**config.mk**
```make
export PLATFORM = sky130hd
export DESIGN_NAME = engine_alu_ops_config_loader
export DESIGN_NICKNAME = d
export VERILOG_FILES = /design/src/rtl/engine_alu_ops_config_loader.sv
export SDC_FILE = /design/constraint.sdc
export NUM_CORES = 1
export LEC_CHECK = 0
export ABC_AREA = 0
export ABC_CLOCK_PERIOD_IN_PS = 4150
export BUFFER_PORTS_ARGS = -buffer_cell sky130_fd_sc_hd__buf_2
export CAP_MARGIN = 20
export CORE_ASPECT_RATIO = 0.75
export CORE_UTILIZATION = 50
export DETAILED_ROUTE_END_ITERATION = 10
export GPL_ROUTABILITY_DRIVEN = 0
export PLACE_DENSITY = 0.74
export SLEW_MARGIN = 25
export SYNTH_ARGS = -nofsm -noshare
export SYNTH_HDL_FRONTEND = slang
export SYNTH_SLANG_ARGS = --single-unit
```
**constraint.sdc**
```tcl
create_clock -name ap_clk -period 4.15 [get_ports ap_clk]
set_input_delay 0.83 -clock ap_clk [delete_from_list [all_inputs] [get_ports ap_clk]]
set_output_delay 0.83 -clock ap_clk [all_outputs]
set_load 0.005 [all_outputs]
```
**src/rtl/engine_alu_ops_config_loader.sv**
```systemverilog
// ALU-ops configuration loader: collects a header plus four words into a shadow
// set and commits them to the active outputs once the engine is idle.
module engine_alu_ops_config_loader #(
   parameter int         NUM_FIELDS = 4,
   parameter int         DATA_W     = 32,
   parameter logic [7:0] ENGINE_ID  = 8'h01
) (
   input  logic                             ap_clk,
   input  logic                             ap_rst_n,
   input  logic                             cfg_in_valid,
   input  logic [31:0]                      cfg_in_data,
   output logic                             cfg_in_ready,
   input  logic                             engine_idle,
   input  logic                             clear,
   output logic                             config_params_valid,
   output logic [3:0]                       alu_operation,
   output logic [NUM_FIELDS-1:0]            alu_mask,
   output logic [NUM_FIELDS-1:0]            const_mask,
   output logic [DATA_W-1:0]                const_value,
   output logic [NUM_FIELDS*NUM_FIELDS-1:0] ops_mask,
   output logic                             cfg_done,
   output logic                             cfg_error
);

   localparam int OW = NUM_FIELDS * NUM_FIELDS;

   typedef enum logic [1:0] {
      S_IDLE,
      S_RECV,
      S_WAIT
   } state_t;

   state_t                state_q, state_d;
   logic [2:0]            cnt_q, cnt_d;
   logic                  rdy_q, rdy_d;
   logic [3:0]            sh_op_q, sh_op_d;
   logic [NUM_FIELDS-1:0] sh_am_q, sh_am_d;
   logic [NUM_FIELDS-1:0] sh_cm_q, sh_cm_d;
   logic [DATA_W-1:0]     sh_cv_q, sh_cv_d;
   logic [OW-1:0]         sh_om_q, sh_om_d;
   logic                  valid_q, valid_d;
   logic [3:0]            op_q, op_d;
   logic [NUM_FIELDS-1:0] am_q, am_d;
   logic [NUM_FIELDS-1:0] cm_q, cm_d;
   logic [DATA_W-1:0]     cv_q, cv_d;
   logic [OW-1:0]         om_q, om_d;
   logic                  done_q, done_d;
   logic                  err_q, err_d;
   logic                  xfer;

   assign xfer = cfg_in_valid & rdy_q;

   always_comb begin
      state_d = state_q;
      cnt_d   = cnt_q;
      sh_op_d = sh_op_q;
      sh_am_d = sh_am_q;
      sh_cm_d = sh_cm_q;
      sh_cv_d = sh_cv_q;
      sh_om_d = sh_om_q;
      valid_d = valid_q;
      op_d    = op_q;
      am_d    = am_q;
      cm_d    = cm_q;
      cv_d    = cv_q;
      om_d    = om_q;
      done_d  = 1'b0;
      err_d   = 1'b0;
      if (clear) begin
         state_d = S_IDLE;
         cnt_d   = '0;
         sh_op_d = '0;
         sh_am_d = '0;
         sh_cm_d = '0;
         sh_cv_d = '0;
         sh_om_d = '0;
         valid_d = 1'b0;
         op_d    = '0;
         am_d    = '0;
         cm_d    = '0;
         cv_d    = '0;
         om_d    = '0;
      end else begin
         unique case (state_q)
            S_IDLE: begin
               if (xfer) begin
                  if (cfg_in_data[31:24] == ENGINE_ID) begin
                     state_d = S_RECV;
                     cnt_d   = 3'd1;
                  end else begin
                     err_d = 1'b1;
                  end
               end
            end
            S_RECV: begin
               if (xfer) begin
                  unique case (cnt_q)
                     3'd1: begin
                        if (cfg_in_data[3:0] > 4'd5) begin
                           // Bad opcode: drop the partial shadow, keep active set
                           err_d   = 1'b1;
                           state_d = S_IDLE;
                           cnt_d   = '0;
                           sh_op_d = '0;
                           sh_am_d = '0;
                           sh_cm_d = '0;
                           sh_cv_d = '0;
                           sh_om_d = '0;
                        end else begin
                           sh_op_d = cfg_in_data[3:0];
                           sh_am_d = cfg_in_data[8 +: NUM_FIELDS];
                           cnt_d   = 3'd2;
                        end
                     end
                     3'd2: begin
                        sh_cm_d = cfg_in_data[NUM_FIELDS-1:0];
                        cnt_d   = 3'd3;
                     end
                     3'd3: begin
                        sh_cv_d = cfg_in_data[DATA_W-1:0];
                        cnt_d   = 3'd4;
                     end
                     default: begin
                        sh_om_d = cfg_in_data[OW-1:0];
                        cnt_d   = '0;
                        state_d = S_WAIT;
                     end
                  endcase
               end
            end
            default: begin
               if (engine_idle) begin
                  valid_d = 1'b1;
                  op_d    = sh_op_q;
                  am_d    = sh_am_q;
                  cm_d    = sh_cm_q;
                  cv_d    = sh_cv_q;
                  om_d    = sh_om_q;
                  done_d  = 1'b1;
                  state_d = S_IDLE;
               end
            end
         endcase
      end
      // Registered ready mirrors the next state so it stays low in reset
      rdy_d = (state_d != S_WAIT);
   end

   always_ff @(posedge ap_clk) begin
      if (!ap_rst_n) begin
         state_q <= S_IDLE;
         cnt_q   <= '0;
         rdy_q   <= 1'b0;
         sh_op_q <= '0;
         sh_am_q <= '0;
         sh_cm_q <= '0;
         sh_cv_q <= '0;
         sh_om_q <= '0;
         valid_q <= 1'b0;
         op_q    <= '0;
         am_q    <= '0;
         cm_q    <= '0;
         cv_q    <= '0;
         om_q    <= '0;
         done_q  <= 1'b0;
         err_q   <= 1'b0;
      end else begin
         state_q <= state_d;
         cnt_q   <= cnt_d;
         rdy_q   <= rdy_d;
         sh_op_q <= sh_op_d;
         sh_am_q <= sh_am_d;
         sh_cm_q <= sh_cm_d;
         sh_cv_q <= sh_cv_d;
         sh_om_q <= sh_om_d;
         valid_q <= valid_d;
         op_q    <= op_d;
         am_q    <= am_d;
         cm_q    <= cm_d;
         cv_q    <= cv_d;
         om_q    <= om_d;
         done_q  <= done_d;
         err_q   <= err_d;
      end
   end

   assign cfg_in_ready        = rdy_q;
   assign config_params_valid = valid_q;
   assign alu_operation       = op_q;
   assign alu_mask            = am_q;
   assign const_mask          = cm_q;
   assign const_value         = cv_q;
   assign ops_mask            = om_q;
   assign cfg_done            = done_q;
   assign cfg_error           = err_q;

endmodule

```
==> flow_summary.json <==
{
  "core_region_area_um2": 9159,
  "numPortBuffers": 100,
  "clock_sinks": 129,
  "clockBufferDepth": 2,
  "timing.critical_path.arrival_ps": 2220,
  "synth.yosys.seq_area_share_pct": 54.14,
  "worstSkewPairLatency_ps": 410,
  "post_cts.resized_instances": 0,
  "run_status": "finished clean",
  "antenna_violations_before_repair": 0,
  "max_slew_margin_pct": 43.88,
  "period_share_pct": 47.15,
  "path_class": "in2reg",
  "rows": 30,
  "htreeDepth": 4,
  "chipWidth_um": 114.8,
  "place_inst": 751,
  "min_from": "sh_cv_q[28]",
  "tritoncts_clock_tree": "built",
  "worst_r2r_startpoint": "state_q[0]",
  "cts_hold_buffers": 0,
  "first_global_vias": 3834,
  "timing.reg2reg.setup_slack_ps": 2290,
  "global_route.peak_usage_layer": "met2",
  "capturing_element_type_of_the_critical_path": "register",
  "synth_top_family_by_area": "simple AND/OR/NAND/NOR gates",
  "drt_wl_total_mm": 11.46,
  "post_synthesis_cell_count": 561,
  "critical_path_required_ps": 4420,
  "design.final.nets": 680,
  "layout_min_cycle_time_ps": 1957,
  "total_leakage_power_nw": 2.198,
  "numCtsBuffers": 17,
  "start_util_pct": 52.08,
  "summed_negative_setup_slack_over_all_endpoints_ps": 0,
  "drt_iter0_drcs": 352,
  "rsz0062_at_grt": "false",
  "synth_area_in_xor_xnor_pct": 0,
  "grtUsageMet2_pct": 38.18,
  "grtUsageTotal_pct": 24.40,
  "clkSlewWorstSetupHoldPaths_ps": 50,
  "drc": 0,
  "grt.met1_usage_pct": 31.91,
  "final_layout_size_suffix_gt1_share_pct": 22.94,
  "route.detailed.vias_per_inst": 5.339,
  "timing_max_transition_violations_final": 0,
  "powerDensity_nw_per_um2": 464.4,
  "maximum_capacitance_violations": 0,
  "report.final.hold_viol_count": 0,
  "setup_slack_ps": 2193,
  "cts_post_setup_buffers_inserted": 0,
  "max_freq_mhz": 511.0,
  "cts_root_buf": "sky130_fd_sc_hd__clkbuf_16",
  "die_height_um": 86.59,
  "global_route.overflow_total": 0,
  "critPathLaunchType": "primary input",
  "die_area_um2": 9938,
  "netlist-cell-type-count": 40,
  "final_cells": 782,
  "worst-slew-pin-transition_ps": 830.2,
  "regToRegEndpoint": "sh_om_q[13]",
  "placement.setup.worst_slack_ps": 1491,
  "synthSimpleGateAreaFrac_pct": 22.88,
  "mappedNetlistArea_um2": 4770,
  "synthToLayoutAreaGrowth_pct": 21.33,
  "dp_hpwl_mm": 7.245,
  "drt_first_pass_iters": 5,
  "routed-via-count": 4175,
  "synth-compound-area-share_pct": 17.05,
  "ir_drop_mv": 0.3412,
  "setup_viol": 0,
  "met3_usage_pct": 7.203,
  "wire_length_of_the_first_global_routing_pass_mm": 18.48,
  "min-delay-path-class": "reg2reg",
  "timing.clock.skew_ps": 4.422,
  "synthesis.nets": 598,
  "worst_r2r_path_depth": 4,
  "insertedDiodeCount": 0,
  "postSynthRegisterBits": 129,
  "final_antenna_net_count": 0,
  "drt-wirelength-per-cell_um": 14.66,
  "hold_path_depth": 2,
  "mean_cell_area_of_the_mapped_netlist_um2": 8.502,
  "holdPathEnd": "sh_cv_q[28]",
  "io_pins": 101,
  "synthAdderAreaFrac_pct": 0,
  "ys.warnings.count": 0,
  "grt_max_degree": 65,
  "path_max_fanout": 3,
  "synth_mux_area_share_pct": 0.2099
}
==> Yosys cell counts (all sizes together) <==
library cell	count	area [um^2]
nor2	24	90.09
and2	2	12.51
and3b	1	8.760
nor3	3	26.28
and4bb	1	12.51
a22o	4	35.03
a22oi	17	127.6
nor4	1	6.260
o21a	3	22.52
buf	26	209.0
o311ai	1	26.28
a21oi	73	372.9
o2111a	1	11.26
o21ai	35	197.7
nor3b	1	7.510
mux2i	1	10.01
a31oi	2	12.51
or2b	2	18.77
dfxtp	129	2582
a21o	1	7.510
nand2b	3	18.77
and3	2	12.51
nand2	163	611.8
nor4b	1	8.760
and4b	1	13.76
nand3b	2	15.01
nand4b	1	8.760
inv	2	7.500
nand3	40	200.2
nor2b	3	18.77
clkbuf	15	56.30
==> kinds of logic after synthesis <==
logic type	Yosys count
AND/OR/NAND/NOR	251
AO/OA/AOI/OAI	137
flip-flops	129
buffers and inverters	43
multiplexers	1
==> through the flow <==
step           total power [W]  utilization, %  area, um^2  hold WS (ps)
2_1_floorplan         0.001292               -        4770         427.4
3_3_place_gp          0.001327           56.80        5202         437.2
4_1_cts               0.002709           62.96        5767         449.5
5_1_grt               0.002772           63.18        5787         460.5
3_5_place_dp          0.001328           56.87        5209         441.0
6_report              0.002688           63.18        5787         447.5
==> cell usage in the layout (no fill, tap or decap), types with 2 or more instances in the layout <==
cell type	n
sky130_fd_sc_hd__o21ai_2	6
sky130_fd_sc_hd__clkbuf_8	5
sky130_fd_sc_hd__o21ai_1	26
sky130_fd_sc_hd__nand2b_1	2
sky130_fd_sc_hd__clkbuf_16	17
sky130_fd_sc_hd__buf_2	100
sky130_fd_sc_hd__a22oi_1	17
sky130_fd_sc_hd__nor2_1	24
sky130_fd_sc_hd__o21ai_0	3
sky130_fd_sc_hd__clkinv_2	3
sky130_fd_sc_hd__a22o_1	4
sky130_fd_sc_hd__dfxtp_1	129
sky130_fd_sc_hd__a21oi_1	71
sky130_fd_sc_hd__clkbuf_1	3
sky130_fd_sc_hd__a31oi_1	2
sky130_fd_sc_hd__nor2b_1	2
sky130_fd_sc_hd__o21a_1	3
sky130_fd_sc_hd__buf_4	3
sky130_fd_sc_hd__and3_1	2
sky130_fd_sc_hd__nor3_1	2
sky130_fd_sc_hd__a21oi_2	2
sky130_fd_sc_hd__nand3_1	40
sky130_fd_sc_hd__nand3b_1	2
sky130_fd_sc_hd__nand2_1	162
==> how the worst max path moves through the flow <==
stage / from / endpoint / slack (ps)
global route: cfg_in_valid / sh_cv_q[25] / 2110
detailed placement: cfg_in_data[1] / sh_cv_q[6] / 1490
global placement: cfg_in_data[1] / sh_cv_q[12] / 1610
finish: cfg_in_data[26] / cnt_q[1] / 2190
CTS: cfg_in_data[1] / sh_cv_q[4] / 1910
floorplan: cfg_in_data[1] / sh_cv_q[12] / 2360
==> flip-flops by register name, indices dropped and copies added, names as in the netlist, 2 cells and up <==
| name | flops |
|---|---|
| alu_mask | 4 |
| alu_operation | 4 |
| cnt_q | 3 |
| const_mask | 4 |
| const_value | 32 |
| ops_mask | 16 |
| sh_am_q | 4 |
| sh_cm_q | 4 |
| sh_cv_q | 32 |
| sh_om_q | 16 |
| sh_op_q | 4 |
| state_q | 2 |
==> where the power goes <==
| group | switching [W] | internal [W] |
|---|---|---|
| registers | 0.000000805 | 0.00124 |
| logic | 0.0000429 | 0.0000189 |
| clock network | 0.000492 | 0.000892 |
| total | 0.000536 | 0.00215 |
==> layer usage <==
metal,up-vias,wire length (um)
met5,-,0
met2,167,5197
met1,1929,5245
met4,0,201
met3,19,816
li1,2060,-
==> layout make-up <==
cell class	count	area, um^2
inverters	2	7.507
well taps	128	160.2
clock buffers	25	505.5
flip-flops and latches	129	2582
fillers	816	3372
repair buffers	104	543.0
clock inverters	5	52.55
multi-input cells	389	1936
==> worst max-delay path, stage by stage <==
cell and delay (ps):
sky130_fd_sc_hd__buf_2 110, sky130_fd_sc_hd__nor4b_1 740, sky130_fd_sc_hd__a21oi_1 210, sky130_fd_sc_hd__o21ai_0 250
sky130_fd_sc_hd__a21oi_1 90
Power figures use the tool's default switching activity.
